--- src/rtl/print_display_pkg.sv ---
// Shared constants and helpers for the print display unit: FSM encoding,
// active-low seven-segment codes and double-dabble helpers.
package print_display_pkg;

  localparam logic [1:0] ST_IDLE   = 2'd0;
  localparam logic [1:0] ST_LOAD   = 2'd1;
  localparam logic [1:0] ST_SHIFT  = 2'd2;
  localparam logic [1:0] ST_FINISH = 2'd3;

  localparam int NUM_DIGITS     = 8;
  localparam int SCRATCH_DIGITS = 10;

  typedef logic [3:0] bcd_digit_t;

  // Segment order {g,f,e,d,c,b,a}, a zero bit lights the segment
  localparam logic [6:0] SEG_BLANK = 7'h7F;
  localparam logic [6:0] SEG_MINUS = 7'h3F;
  localparam logic [6:0] SEG_0     = 7'h40;
  localparam logic [6:0] SEG_1     = 7'h79;
  localparam logic [6:0] SEG_2     = 7'h24;
  localparam logic [6:0] SEG_3     = 7'h30;
  localparam logic [6:0] SEG_4     = 7'h19;
  localparam logic [6:0] SEG_5     = 7'h12;
  localparam logic [6:0] SEG_6     = 7'h02;
  localparam logic [6:0] SEG_7     = 7'h78;
  localparam logic [6:0] SEG_8     = 7'h00;
  localparam logic [6:0] SEG_9     = 7'h10;

  function automatic logic [4*SCRATCH_DIGITS-1:0] dabble_adjust(
    input logic [4*SCRATCH_DIGITS-1:0] scratch
  );
    logic [4*SCRATCH_DIGITS-1:0] adj;
    adj = scratch;
    for (int i = 0; i < SCRATCH_DIGITS; i++) begin
      if (scratch[4*i +: 4] >= 4'd5) begin
        adj[4*i +: 4] = scratch[4*i +: 4] + 4'd3;
      end else begin
        adj[4*i +: 4] = scratch[4*i +: 4];
      end
    end
    return adj;
  endfunction

  // A negative value gives up the top digit to the minus sign
  function automatic logic digits_overflow(
    input logic [4*SCRATCH_DIGITS-1:0] scratch,
    input logic                        neg
  );
    logic ovf;
    if (neg) begin
      ovf = |scratch[4*SCRATCH_DIGITS-1:28];
    end else begin
      ovf = |scratch[4*SCRATCH_DIGITS-1:32];
    end
    return ovf;
  endfunction

endpackage

--- src/rtl/print_display_unit_seven_seg_digit.sv ---
// One BCD digit to active-low seven-segment decoder with a blank override;
// codes 10..15 decode to blank.
module seven_seg_digit
  import print_display_pkg::*;
(
  input  logic [3:0] digit,
  input  logic       blank,
  output logic [6:0] seg
);

  // Segment lookup
  always_comb begin
    seg = SEG_BLANK;
    if (blank) begin
      seg = SEG_BLANK;
    end else begin
      case (digit)
        4'd0:    seg = SEG_0;
        4'd1:    seg = SEG_1;
        4'd2:    seg = SEG_2;
        4'd3:    seg = SEG_3;
        4'd4:    seg = SEG_4;
        4'd5:    seg = SEG_5;
        4'd6:    seg = SEG_6;
        4'd7:    seg = SEG_7;
        4'd8:    seg = SEG_8;
        4'd9:    seg = SEG_9;
        default: seg = SEG_BLANK;
      endcase
    end
  end

endmodule

--- src/rtl/print_display_unit.sv ---
// Captures print_register on a print request, converts it to BCD with a
// sequential double-dabble engine and drives eight seven-segment displays.
module print_display_unit
  import print_display_pkg::*;
#(
  parameter bit SIGNED        = 1'b1,
  parameter bit BLANK_LEADING = 1'b1
) (
  input  logic        clk,
  input  logic        reset,
  input  logic        print,
  input  logic [31:0] print_register,
  output logic        busy,
  output logic        done,
  output logic        overflow,
  output logic        negative,
  output logic [31:0] bcd,
  output logic [6:0]  HEX0,
  output logic [6:0]  HEX1,
  output logic [6:0]  HEX2,
  output logic [6:0]  HEX3,
  output logic [6:0]  HEX4,
  output logic [6:0]  HEX5,
  output logic [6:0]  HEX6,
  output logic [6:0]  HEX7
);

  logic [1:0]  state_r;
  logic [31:0] value_r;
  logic [31:0] mag_r;
  logic [39:0] scratch_r;
  logic [4:0]  count_r;
  logic        neg_r;
  logic        busy_r;
  logic        done_r;
  logic        overflow_r;
  logic        negative_r;
  logic [31:0] bcd_r;

  logic [39:0] adj_s;
  logic        ovf_s;

  assign adj_s = dabble_adjust(scratch_r);
  assign ovf_s = digits_overflow(scratch_r, neg_r);

  // Control FSM and double-dabble datapath
  always_ff @(posedge clk) begin
    if (reset) begin
      state_r    <= ST_IDLE;
      value_r    <= 32'd0;
      mag_r      <= 32'd0;
      scratch_r  <= 40'd0;
      count_r    <= 5'd0;
      neg_r      <= 1'b0;
      busy_r     <= 1'b0;
      done_r     <= 1'b0;
      overflow_r <= 1'b0;
      negative_r <= 1'b0;
      bcd_r      <= 32'd0;
    end else begin
      done_r <= 1'b0;
      case (state_r)
        ST_IDLE: begin
          if (print) begin
            value_r <= print_register;
            busy_r  <= 1'b1;
            state_r <= ST_LOAD;
          end else begin
            state_r <= ST_IDLE;
          end
        end
        ST_LOAD: begin
          if (SIGNED && value_r[31]) begin
            mag_r <= ~value_r + 32'd1;
            neg_r <= 1'b1;
          end else begin
            mag_r <= value_r;
            neg_r <= 1'b0;
          end
          scratch_r <= 40'd0;
          count_r   <= 5'd0;
          state_r   <= ST_SHIFT;
        end
        ST_SHIFT: begin
          // Adjusted digits and magnitude shift left as one 72-bit word
          {scratch_r, mag_r} <= {adj_s[38:0], mag_r, 1'b0};
          count_r <= count_r + 5'd1;
          if (count_r == 5'd31) begin
            state_r <= ST_FINISH;
          end else begin
            state_r <= ST_SHIFT;
          end
        end
        ST_FINISH: begin
          overflow_r <= ovf_s;
          bcd_r      <= scratch_r[31:0];
          negative_r <= neg_r;
          done_r     <= 1'b1;
          busy_r     <= 1'b0;
          state_r    <= ST_IDLE;
        end
        default: begin
          busy_r  <= 1'b0;
          state_r <= ST_IDLE;
        end
      endcase
    end
  end

  assign busy     = busy_r;
  assign done     = done_r;
  assign overflow = overflow_r;
  assign negative = negative_r;
  assign bcd      = bcd_r;

  logic [7:0] blank_s;
  logic [6:0] seg_s [NUM_DIGITS];
  logic [6:0] hex_s [NUM_DIGITS];

  for (genvar gi = 0; gi < NUM_DIGITS; gi++) begin : g_digit
    if (gi == 0) begin : g_units
      assign blank_s[gi] = 1'b0;
    end else begin : g_upper
      // Blank when this digit and everything above it are zero
      assign blank_s[gi] = BLANK_LEADING && ~|bcd_r[31:4*gi];
    end
    seven_seg_digit u_digit (
      .digit (bcd_r[4*gi +: 4]),
      .blank (blank_s[gi]),
      .seg   (seg_s[gi])
    );
  end

  // Overflow and sign overrides on top of the decoded digits
  always_comb begin
    for (int i = 0; i < NUM_DIGITS; i++) begin
      hex_s[i] = SEG_BLANK;
      if (overflow_r) begin
        hex_s[i] = SEG_MINUS;
      end else if ((i == NUM_DIGITS - 1) && negative_r) begin
        hex_s[i] = SEG_MINUS;
      end else begin
        hex_s[i] = seg_s[i];
      end
    end
  end

  assign HEX0 = hex_s[0];
  assign HEX1 = hex_s[1];
  assign HEX2 = hex_s[2];
  assign HEX3 = hex_s[3];
  assign HEX4 = hex_s[4];
  assign HEX5 = hex_s[5];
  assign HEX6 = hex_s[6];
  assign HEX7 = hex_s[7];

endmodule

--- config.mk ---
export PLATFORM = sky130hd
export DESIGN_NAME = print_display_unit
export DESIGN_NICKNAME = d
export VERILOG_FILES = /design/src/rtl/print_display_pkg.sv /design/src/rtl/print_display_unit_seven_seg_digit.sv /design/src/rtl/print_display_unit.sv
export SDC_FILE = /design/constraint.sdc
export NUM_CORES = 1
export LEC_CHECK = 0
export CORE_ASPECT_RATIO = 1.1
export CORE_UTILIZATION = 45
export DETAILED_ROUTE_END_ITERATION = 8
export PLACE_DENSITY = 0.67
export SLEW_MARGIN = 10
export SYNTH_ARGS = -nofsm -noshare
export SYNTH_HDL_FRONTEND = slang
export SYNTH_SLANG_ARGS = --single-unit
--- constraint.sdc ---
create_clock -name clk -period 2.2 [get_ports clk]
set_clock_uncertainty 0.2 [all_clocks]
set_input_delay 0.22 -clock clk [delete_from_list [all_inputs] [get_ports clk]]
set_output_delay 0.22 -clock clk [all_outputs]
set_load 0.05 [all_outputs]
==> run_results.csv, run 1 <==
group,metric,value,unit
sta,grt_setup_unrepaired,"true",
place,globalplace.congestion,0.8352,
cells_and_area,fin_util,64.08,%
yosys,seq_area_frac_synth,40.19,%
floorplan,die_width,145.3,um
setup_path,worstPathMaxFanout,6,
sta,hold_slack,0.05293,ns
clock_network,cts.path.max_buffers,3,
grt,grt_usage,20.82,%
power,power,8.600,mW
sta,clock.fmax,367.5,MHz
power,p_per_area,607.0,mW/mm^2
clock_network,clock_latency,0.51,ns
sta,timing.final.ws_setup,-0.5210,ns
drt,wl_met2,12960,um
drt,post_drt_via_cell_ratio,5.260,
cells_and_area,final_cell_mix,"dfxtp_1, nand2_1, a21oi_1, buf_4, nor2_1",
clock_network,cts_tree,"yes",
setup_path,crit_path_end_kind,"primary output",
yosys,synthArstFlopShare,0,%
clock_network,path_clk_slew,0.06,ns
clock_network,cts-root-buf,"clkbuf_16",
cells_and_area,layout_commonest_cell,"dfxtp_1",
clock_network,cts-buffers-inserted,23,
yosys,synthCells,1198,
sta,period_share,123.7,%
sta,finalSetupViolations,52,
drt,wire_per_inst,14.80,um
yosys,synth-edff-count,0,
floorplan,initial_core_util,45.96,%
sta,drv_slew,0,
cells_and_area,antenna_cells,0,
drt,met3_wirelength,1071,um
power,ir_worst_vdd,0.5651,mV
drt,totalWireLength,25050,um
sta,fin_crit,2.721,ns
yosys,ys_types,52,
drt,ant_nets,0,
setup_path,critical_path.top_delay_family,"simple AND/OR/NAND/NOR gates",
floorplan,fp.coreArea,0.02211,sq mm
setup_path,startpoint_type,"flop",
yosys,syn_area,0.01016,sq mm
yosys,avgSynthCellArea,8.483,sq um
flow_run,cap_violations,0,
grt,gr-total-overflow,0,
drt,top_layer,"met4",
drt,wirelength_met1,10650,um
grt,grt_first_pass_wirelength,40990,um
grt,antenna_found_initial,0,
place,place_area,0.01296,sq mm
clock_network,clock-sinks,204,
setup_path,crit_type,"reg -> out",
setup_path,arrival,2.30,ns
floorplan,ios,127,
cells_and_area,layout-drive-gt1-share,22.62,%
run_status,status,"complete, but fails checks",
grt,grt_pass1_vias,8670,
yosys,syn_nets,1303,
drt,drc,0,
floorplan,core.rowCount,57,
setup_path,crit_buf_inv,3,
cells_and_area,nFillCells,1825,
worst_hold_path,hold_path.class,"in -> reg",
yosys,synth_seq_cells,204,
run_status,violations,"setup timing",
drt,vias,8900,
yosys,ys.flop_type,"dfxtp_1",
setup_path,cp_slowest_cell,"dfxtp_2",
power,p_leak,5.890,nW
sta,tightestPinTransition,0.6998,ns
grt,grt_start_max_net_pins,66,
setup_path,worstPathCellList,"nor4_4 > nand4_1 > buf_4 > nor3_4 > buf_6 > a21oi_4 > nand2b_4 > buf_12",
sta,hold_viol_final,0,
cells_and_area,syn_to_final_growth,39.41,%
place,io_buffers,126,
drt,dr.pass1.iters,5,
cells_and_area,fin_area,0.01417,sq mm
yosys,yosysWarnings,0,
place,place_hpwl,17060,um
floorplan,die_area,0.02319,sq mm
setup_path,cp.required,1.78,ns
cells_and_area,fin_nets,1485,
sta,slew_headroom,53.35,%
floorplan,die_height,159.6,um
setup_path,slowest_delay,0.33,ns
drt,drtIter0Drc,375,
clock_network,h-tree-depth,1,
[power by group]
| part | total [mW] | internal, mW | switching, mW |
|---|---|---|---|
| Clock | 3.62 | 2.13 | 1.48 |
| Combinational | 1.13 | 0.467 | 0.660 |
| Sequential | 3.86 | 3.79 | 0.0646 |
[area by class of cell]
type	instances	area, sq um	share of cell area [%]
well taps	295	369.1	2.605
clock buffers	36	684.4	4.831
flip-flops and latches	204	4108	28.99
clock inverters	6	36.28	0.2561
repair buffers	224	2648	18.69
inverters	67	251.5	1.775
multi-input cells	860	6071	42.85
[worst paths after layout]
| check | slack [ns] | end | depth (start not counted) | from |
|---|---|---|---|---|
| setup reg to reg | -0.04 | mag_r[24]$_SDFFE_PP0P_ | 6 | value_r[19]$_SDFFE_PP0P_ |
| hold reg to reg | 0.26 | mag_r[0]$_SDFFE_PP0P_ | 2 | mag_r[0]$_SDFFE_PP0P_ |
| hold / removal | 0.05 | value_r[19]$_SDFFE_PP0P_ | 3 | print_register[19] |
| setup / recovery | -0.52 | HEX1[4] | 8 | bcd[29]$_SDFFE_PP0P_ |
[Yosys cell counts, types with 22 or more instances]
library cell  instances  area share, %
nand2b_1             36            2.2
a21oi_1             118            5.8
o31ai_1              22            1.6
o21ai_0              43            2.1
inv_1                66            2.4
o22ai_1              25            1.5
xnor2_1              24            2.1
or3_1                22            1.4
mux2i_1              50            4.9
nand2_1             140            5.2
ha_1                 70            8.6
nor2_1               99            3.7
dfxtp_1             204             40
clkbuf_1             59            2.2
[kinds of logic (layout without fill, tap and decap cells)]
group | count (synthesis) | count (layout) | synth area share, %
compound gates | 295 | 295 | 18.06
mux | 58 | 58 | 5.811
simple gates | 392 | 392 | 18.43
fa+ha+maj | 70 | 70 | 8.619
flops | 204 | 204 | 40.19
buf+inv | 134 | 333 | 5.011
xor+xnor | 45 | 45 | 3.878
[tightest hold or removal path, stage by stage]
cell             delay [ns]
clkdlybuf4s50_1        0.39
nand2_1                0.06
a21oi_1                0.05
[timing repair]
| item | 4_1_cts | 5_1_grt |
|---|---|---|
| pin swaps | 6 | 12 |
| gates resized for setup | 40 | 59 |
| setup buffers | 6 | 5 |
| endpoints found under the hold margin | 20 | 0 |
| hold buffers | 1 | 0 |
| endpoints found under the setup margin | 78 | 116 |
[per-stage QoR]
step,instances,setup WS [ns],setup TNS [ns]
after CTS,1688,-0.5742,-13.59
after detailed placement,1640,-0.1079,-1.017
final,1692,-0.5210,-13.52
after floorplan,1198,-0.2219,-0.8993
after global routing,1692,-0.6559,-18.72
after global placement,1640,-0.1032,-0.7114
[metal layers]
layer  track usage (%)  vias up
met5                 0        -
met2             38.64      136
li1                  -     4514
met4             4.928        0
met1             24.50     4220
met3             4.000       30
Power figures use the tool's default switching activity.
==> inputs of run 2 (changes only) <==
--- a/config.mk
+++ b/config.mk
@@ -8,6 +8,8 @@
 export CORE_ASPECT_RATIO = 1.1
 export CORE_UTILIZATION = 45
 export DETAILED_ROUTE_END_ITERATION = 8
+export GPL_ROUTABILITY_DRIVEN = 0
+export MAX_ROUTING_LAYER = met4
 export PLACE_DENSITY = 0.67
 export SLEW_MARGIN = 10
 export SYNTH_ARGS = -nofsm -noshare
==> run 2 against run 1 <==
  * The flow still finishes with violations (setup timing)
  * Clock power barely moved
  * Largest cell class unchanged
  * Die area stayed put
  * Via count down 0.27%
  * Flip-flop and latch count did not move
  * Power about the same
  * Maximum frequency shrank 0.23%
  * Final area stayed put
  * First-iteration DRC count up 23%
  * Non-clock buffer count stayed put
  * Register-to-register slack barely moved
==> run_results.csv, run 2 (synthesized netlist as in run 1, its figures left out) <==
group,metric,value,unit
setup_path,arrival,2.31,ns
setup_path,worstPathMaxFanout,6,
cells_and_area,syn_to_final_growth,39.41,%
worst_hold_path,hold_path.class,"in -> reg",
setup_path,crit_path_start,"bcd[29]$_SDFFE_PP0P_",
clock_network,cts-buffers-inserted,23,
grt,antenna_found_initial,0,
place,io_buffers,126,
clock_network,cts-root-buf,"clkbuf_16",
clock_network,clock-sinks,204,
drt,vias,8876,
grt,gr-total-overflow,0,
sta,drv_slew,0,
floorplan,ios,127,
grt,grt_usage,21.46,%
sta,finalSetupViolations,52,
drt,totalWireLength,25090,um
cells_and_area,layout-drive-gt1-share,22.62,%
sta,slew_headroom,52.31,%
grt,grt_first_pass_wirelength,41020,um
sta,hold_viol_final,0,
floorplan,core.rowCount,57,
cells_and_area,nFillCells,1825,
sta,hold_slack,0.05423,ns
sta,clock.fmax,366.7,MHz
floorplan,die_height,159.6,um
floorplan,die_width,145.3,um
power,p_per_area,607.2,mW/mm^2
cells_and_area,layout_commonest_cell,"dfxtp_1",
drt,dr.pass1.iters,5,
cells_and_area,multi_input_area,0.006071,sq mm
setup_path,startpoint_type,"flop",
clock_network,cts.path.max_buffers,3,
sta,fin_crit,2.727,ns
power,ir_worst_vdd,0.5652,mV
place,pre_cts_ws,-0.1079,ns
floorplan,initial_core_util,45.96,%
setup_path,regToRegStartpoint,"value_r[19]$_SDFFE_PP0P_",
place,place_hpwl,17060,um
setup_path,endpoint,"HEX1[4]",
grt,grt_pass1_vias,8662,
grt,grt_start_max_net_pins,66,
drt,post_drt_via_cell_ratio,5.246,
setup_path,crit_path_end_kind,"primary output",
drt,drtIter0Drc,460,
sta,period_share,124.0,%
run_status,violations,"setup timing",
drt,wire_per_inst,14.83,um
sta,tns,-13.73,ns
drt,drc,0,
run_status,status,"complete, but fails checks",
flow_run,cap_violations,0,
sta,grt_setup_unrepaired,"true",
sta,timing.final.ws_setup,-0.5273,ns
cells_and_area,final_cell_mix,"dfxtp_1, nand2_1, a21oi_1, buf_4, nor2_1",
drt,ant_nets,0,
cells_and_area,fin_nets,1485,
floorplan,fp.coreArea,0.02211,sq mm
cells_and_area,fin_util,64.08,%
setup_path,rr_endpoint,"mag_r[24]$_SDFFE_PP0P_",
setup_path,cp.required,1.78,ns
setup_path,r2r.worst_path.cells,6,
clock_network,clock_latency,0.51,ns
setup_path,crit_type,"reg -> out",
power,p_leak,5.890,nW
clock_network,h-tree-depth,1,
setup_path,ff2ff_setup_slack,-0.05,ns
clock_network,cts_tree,"yes",
floorplan,die_area,0.02319,sq mm
cells_and_area,antenna_cells,0,
sta,tightestPinTransition,0.7154,ns
cells_and_area,regArea,0.004108,sq mm
clock_network,path_clk_slew,0.06,ns
==> run 2: cell counts in the layout (fill, tap and decap cells not counted) <==
No cell type changed its count.
==> run 2: worst min-delay path by stage <==
stage	startpoint	to	slack, ns	cells past startpoint
final	print_register[19]	value_r[19]$_SDFFE_PP0P_	0.05	3
after global routing	print_register[19]	value_r[19]$_SDFFE_PP0P_	0.07	3
after CTS	print_register[3]	value_r[3]$_SDFFE_PP0P_	0.04	3
after detailed placement	mag_r[0]$_SDFFE_PP0P_	mag_r[0]$_SDFFE_PP0P_	0.26	2
after global placement	mag_r[0]$_SDFFE_PP0P_	mag_r[0]$_SDFFE_PP0P_	0.25	2
after floorplan	print_register[26]	value_r[26]$_SDFFE_PP0P_	0.16	2
==> run 2: through the flow <==
step | instances | instance area [sq um] | power, mW
after CTS | 1688 | 13850 | 8.610
after global placement | 1640 | 12960 | 4.957
after detailed placement | 1640 | 12960 | 4.968
final | 1692 | 14170 | 8.603
after floorplan | 1198 | 10340 | 4.549
after global routing | 1692 | 14170 | 8.956
==> run 2: cell type report <==
type | count | area share [%]
repair buffers | 224 | 18.69
clock inverters | 6 | 0.2561
multi-input cells | 860 | 42.85
inverters | 67 | 1.775
well taps | 295 | 2.605
flip-flops and latches | 204 | 28.99
clock buffers | 36 | 4.831
==> run 2: repair_timing <==
item | in CTS | in global routing
hold endpoints to repair | 20 | 0
setup buffers | 6 | 5
pin swaps | 6 | 12
hold buffers | 1 | 0
resized for setup | 40 | 59
cloned | 0 | 0
endpoints found under the setup margin | 78 | 116
==> run 2: routing by layer <==
layer | wire (um) | GRT usage, %
met1 | 10820 | 24.86
met2 | 12950 | 38.57
met3 | 958 | 3.571
met4 | 356 | 4.928
met5 | 0 | -
==> run 2: report_power, final <==
group          internal, mW  switching, mW  total, mW
logic                 0.467          0.661       1.13
registers              3.79         0.0645       3.85
clock network          2.13           1.48       3.62
==> run 2: critical path: stages (launching register included) <==
cell,delay [ns]
dfxtp_2,0.33
nor4_4,0.33
nand4_1,0.23
buf_4,0.21
nor3_4,0.16
buf_6,0.14
a21oi_4,0.12
nand2b_4,0.14
buf_12,0.14
==> inputs of run 3 (changes only) <==
--- a/config.mk
+++ b/config.mk
@@ -9,6 +9,7 @@
 export CORE_UTILIZATION = 45
 export DETAILED_ROUTE_END_ITERATION = 8
 export GPL_ROUTABILITY_DRIVEN = 0
+export HOLD_SLACK_MARGIN = 0.05
 export MAX_ROUTING_LAYER = met4
 export PLACE_DENSITY = 0.67
 export SLEW_MARGIN = 10
==> run 3 against run 2 <==
  * The flow still finishes with violations (setup timing)
  * Setup slack improved by 0.0048 ns
  * Largest cell class unchanged
  * Utilization increased by 0.27 points
  * Critical path type unchanged
  * Largest power group unchanged
  * Worst hold slack worse by 0.00072 ns
==> run_results.csv, run 3 (synthesized netlist as in run 1, its figures left out) <==
group,metric,value,unit
run_status,status,"complete, but fails checks",
run_status,violations,"setup timing",
sta,timing.final.ws_setup,-0.5224,ns
clock_network,cts-root-buf,"clkbuf_16",
sta,tns,-13.58,ns
drt,wire_per_inst,14.79,um
drt,vias,8932,
cells_and_area,layout.cells.non_filler,1698,
worst_hold_path,hold_start,"print_register[19]",
floorplan,ios,127,
sta,fin_crit,2.722,ns
power,ir_worst_vdd,0.5657,mV
power,p_per_area,605.1,mW/mm^2
sta,tightestPinTransition,0.7000,ns
grt,busiest_layer,"met2",
setup_path,worstPathMaxFanout,6,
drt,drtIter0Drc,453,
flow_run,cap_violations,0,
grt,use_met3,3.571,%
drt,drc,0,
drt,dr.pass1.iters,7,
cells_and_area,syn_to_final_growth,40.00,%
setup_path,arrival,2.30,ns
sta,hold_slack,0.05351,ns
grt,grt_start_max_net_pins,66,
cells_and_area,layout-drive-gt1-share,22.52,%
drt,post_drt_via_cell_ratio,5.260,
worst_hold_path,hold_path.class,"in -> reg",
power,p_leak,5.915,nW
sta,clock.fmax,367.3,MHz
sta,grt_setup_unrepaired,"true",
power,pwr-share-clk,42.0,%
clock_network,cts.path.max_buffers,3,
sta,hold_viol_final,0,
cells_and_area,fin_nets,1491,
floorplan,die_height,159.6,um
setup_path,worstPathCellList,"nor4_4 > nand4_1 > buf_4 > nor3_4 > buf_6 > a21oi_4 > nand2b_4 > buf_12",
power,combPwrFrac,13.2,%
cells_and_area,layout_commonest_cell,"dfxtp_1",
place,place_hpwl,17060,um
cells_and_area,antenna_cells,0,
setup_path,r2r.worst_path.cells,6,
setup_path,cp_slowest_cell,"dfxtp_2",
drt,ant_nets,0,
setup_path,rr_endpoint,"mag_r[24]$_SDFFE_PP0P_",
floorplan,initial_core_util,45.96,%
clock_network,path_clk_slew,0.06,ns
clock_network,cts-buffers-inserted,23,
sta,drv_slew,0,
place,post-place-cells,1640,
power,power,8.609,mW
power,intPower,6.399,mW
power,seqPwrFrac,44.8,%
place,io_buffers,126,
grt,gr-total-overflow,0,
grt,grt_pass1_vias,8669,
sta,slew_headroom,53.33,%
clock_network,cts_tree,"yes",
floorplan,die_area,0.02319,sq mm
sta,finalSetupViolations,52,
clock_network,h-tree-depth,1,
setup_path,cp.required,1.78,ns
clock_network,clock-sinks,204,
setup_path,startpoint_type,"flop",
grt,grt_usage,21.51,%
power,p_sw_share,25.68,%
drt,totalWireLength,25120,um
floorplan,die_width,145.3,um
grt,met1_usage,24.99,%
cells_and_area,final_cell_mix,"dfxtp_1, nand2_1, a21oi_1, buf_4, nor2_1",
setup_path,ff2ff_setup_slack,-0.04,ns
floorplan,core.rowCount,57,
floorplan,fp.coreArea,0.02211,sq mm
grt,grt_first_pass_wirelength,41110,um
worst_hold_path,holdPathEnd,"value_r[19]$_SDFFE_PP0P_",
cells_and_area,fin_util,64.35,%
cells_and_area,fin_area,0.01423,sq mm
power,p_sw,2.210,mW
place,pre_cts_ws,-0.1079,ns
clock_network,clock_latency,0.51,ns
setup_path,crit_type,"reg -> out",
setup_path,regToRegStartpoint,"value_r[19]$_SDFFE_PP0P_",
grt,use_met2,38.57,%
place,place_area,0.01296,sq mm
worst_hold_path,worstHoldPathCells,3,
setup_path,slowest_delay,0.33,ns
grt,antenna_found_initial,0,
sta,period_share,123.7,%
setup_path,crit_path_end_kind,"primary output",
[run 3: power by group through the flow]
stage,combinational [mW],sequential (mW),clock [mW]
floorplan,0.608,3.94,0
global placement,1.03,3.93,0
detailed placement,1.04,3.93,0
CTS,1.07,3.85,3.70
global route,1.23,3.86,3.87
finish,1.14,3.85,3.62
[run 3: critical path: cells and delay by family, from the launching register on]
kind	cells	cell delay, ns
DFF	1	0.33
and+or+nand+nor	4	0.85
buffers and inverters	3	0.49
AOI/OAI and AO/OA	1	0.12
[run 3: worst max path at each step]
stage,startpoint,endpoint,slack [ns],cells past startpoint
final,bcd[29]$_SDFFE_PP0P_,HEX1[4],-0.52,8
after global routing,bcd[23]$_SDFFE_PP0P_,HEX1[1],-0.66,8
after CTS,bcd[29]$_SDFFE_PP0P_,HEX1[3],-0.57,8
after detailed placement,value_r[0]$_SDFFE_PP0P_,mag_r[25]$_SDFFE_PP0P_,-0.11,5
after global placement,value_r[0]$_SDFFE_PP0P_,mag_r[25]$_SDFFE_PP0P_,-0.10,5
after floorplan,bcd[31]$_SDFFE_PP0P_,HEX1[6],-0.22,5
[run 3: routing by layer]
layer	part of all wire [%]	vias to the layer above
li1	-	4523
met4	1.4	0
met3	4.1	33
met1	43	4237
met2	52	139
met5	0	-
[run 3: layout make-up]
type | count | area, sq um
Fill cell | 1821 | 7881
Multi-Input combinational cell | 860 | 6071
Sequential cell | 204 | 4108
Timing Repair Buffer | 230 | 2708
Clock buffer | 36 | 684.4
Tap cell | 295 | 369.1
Inverter | 67 | 251.5
Clock inverter | 6 | 36.28
[run 3: repair_timing]
item | in CTS | in global routing
gates resized for setup | 40 | 59
setup endpoints to repair | 78 | 116
hold buffers | 7 | 0
setup buffers | 6 | 5
pin swaps | 6 | 12
endpoints found under the hold margin | 46 | 0
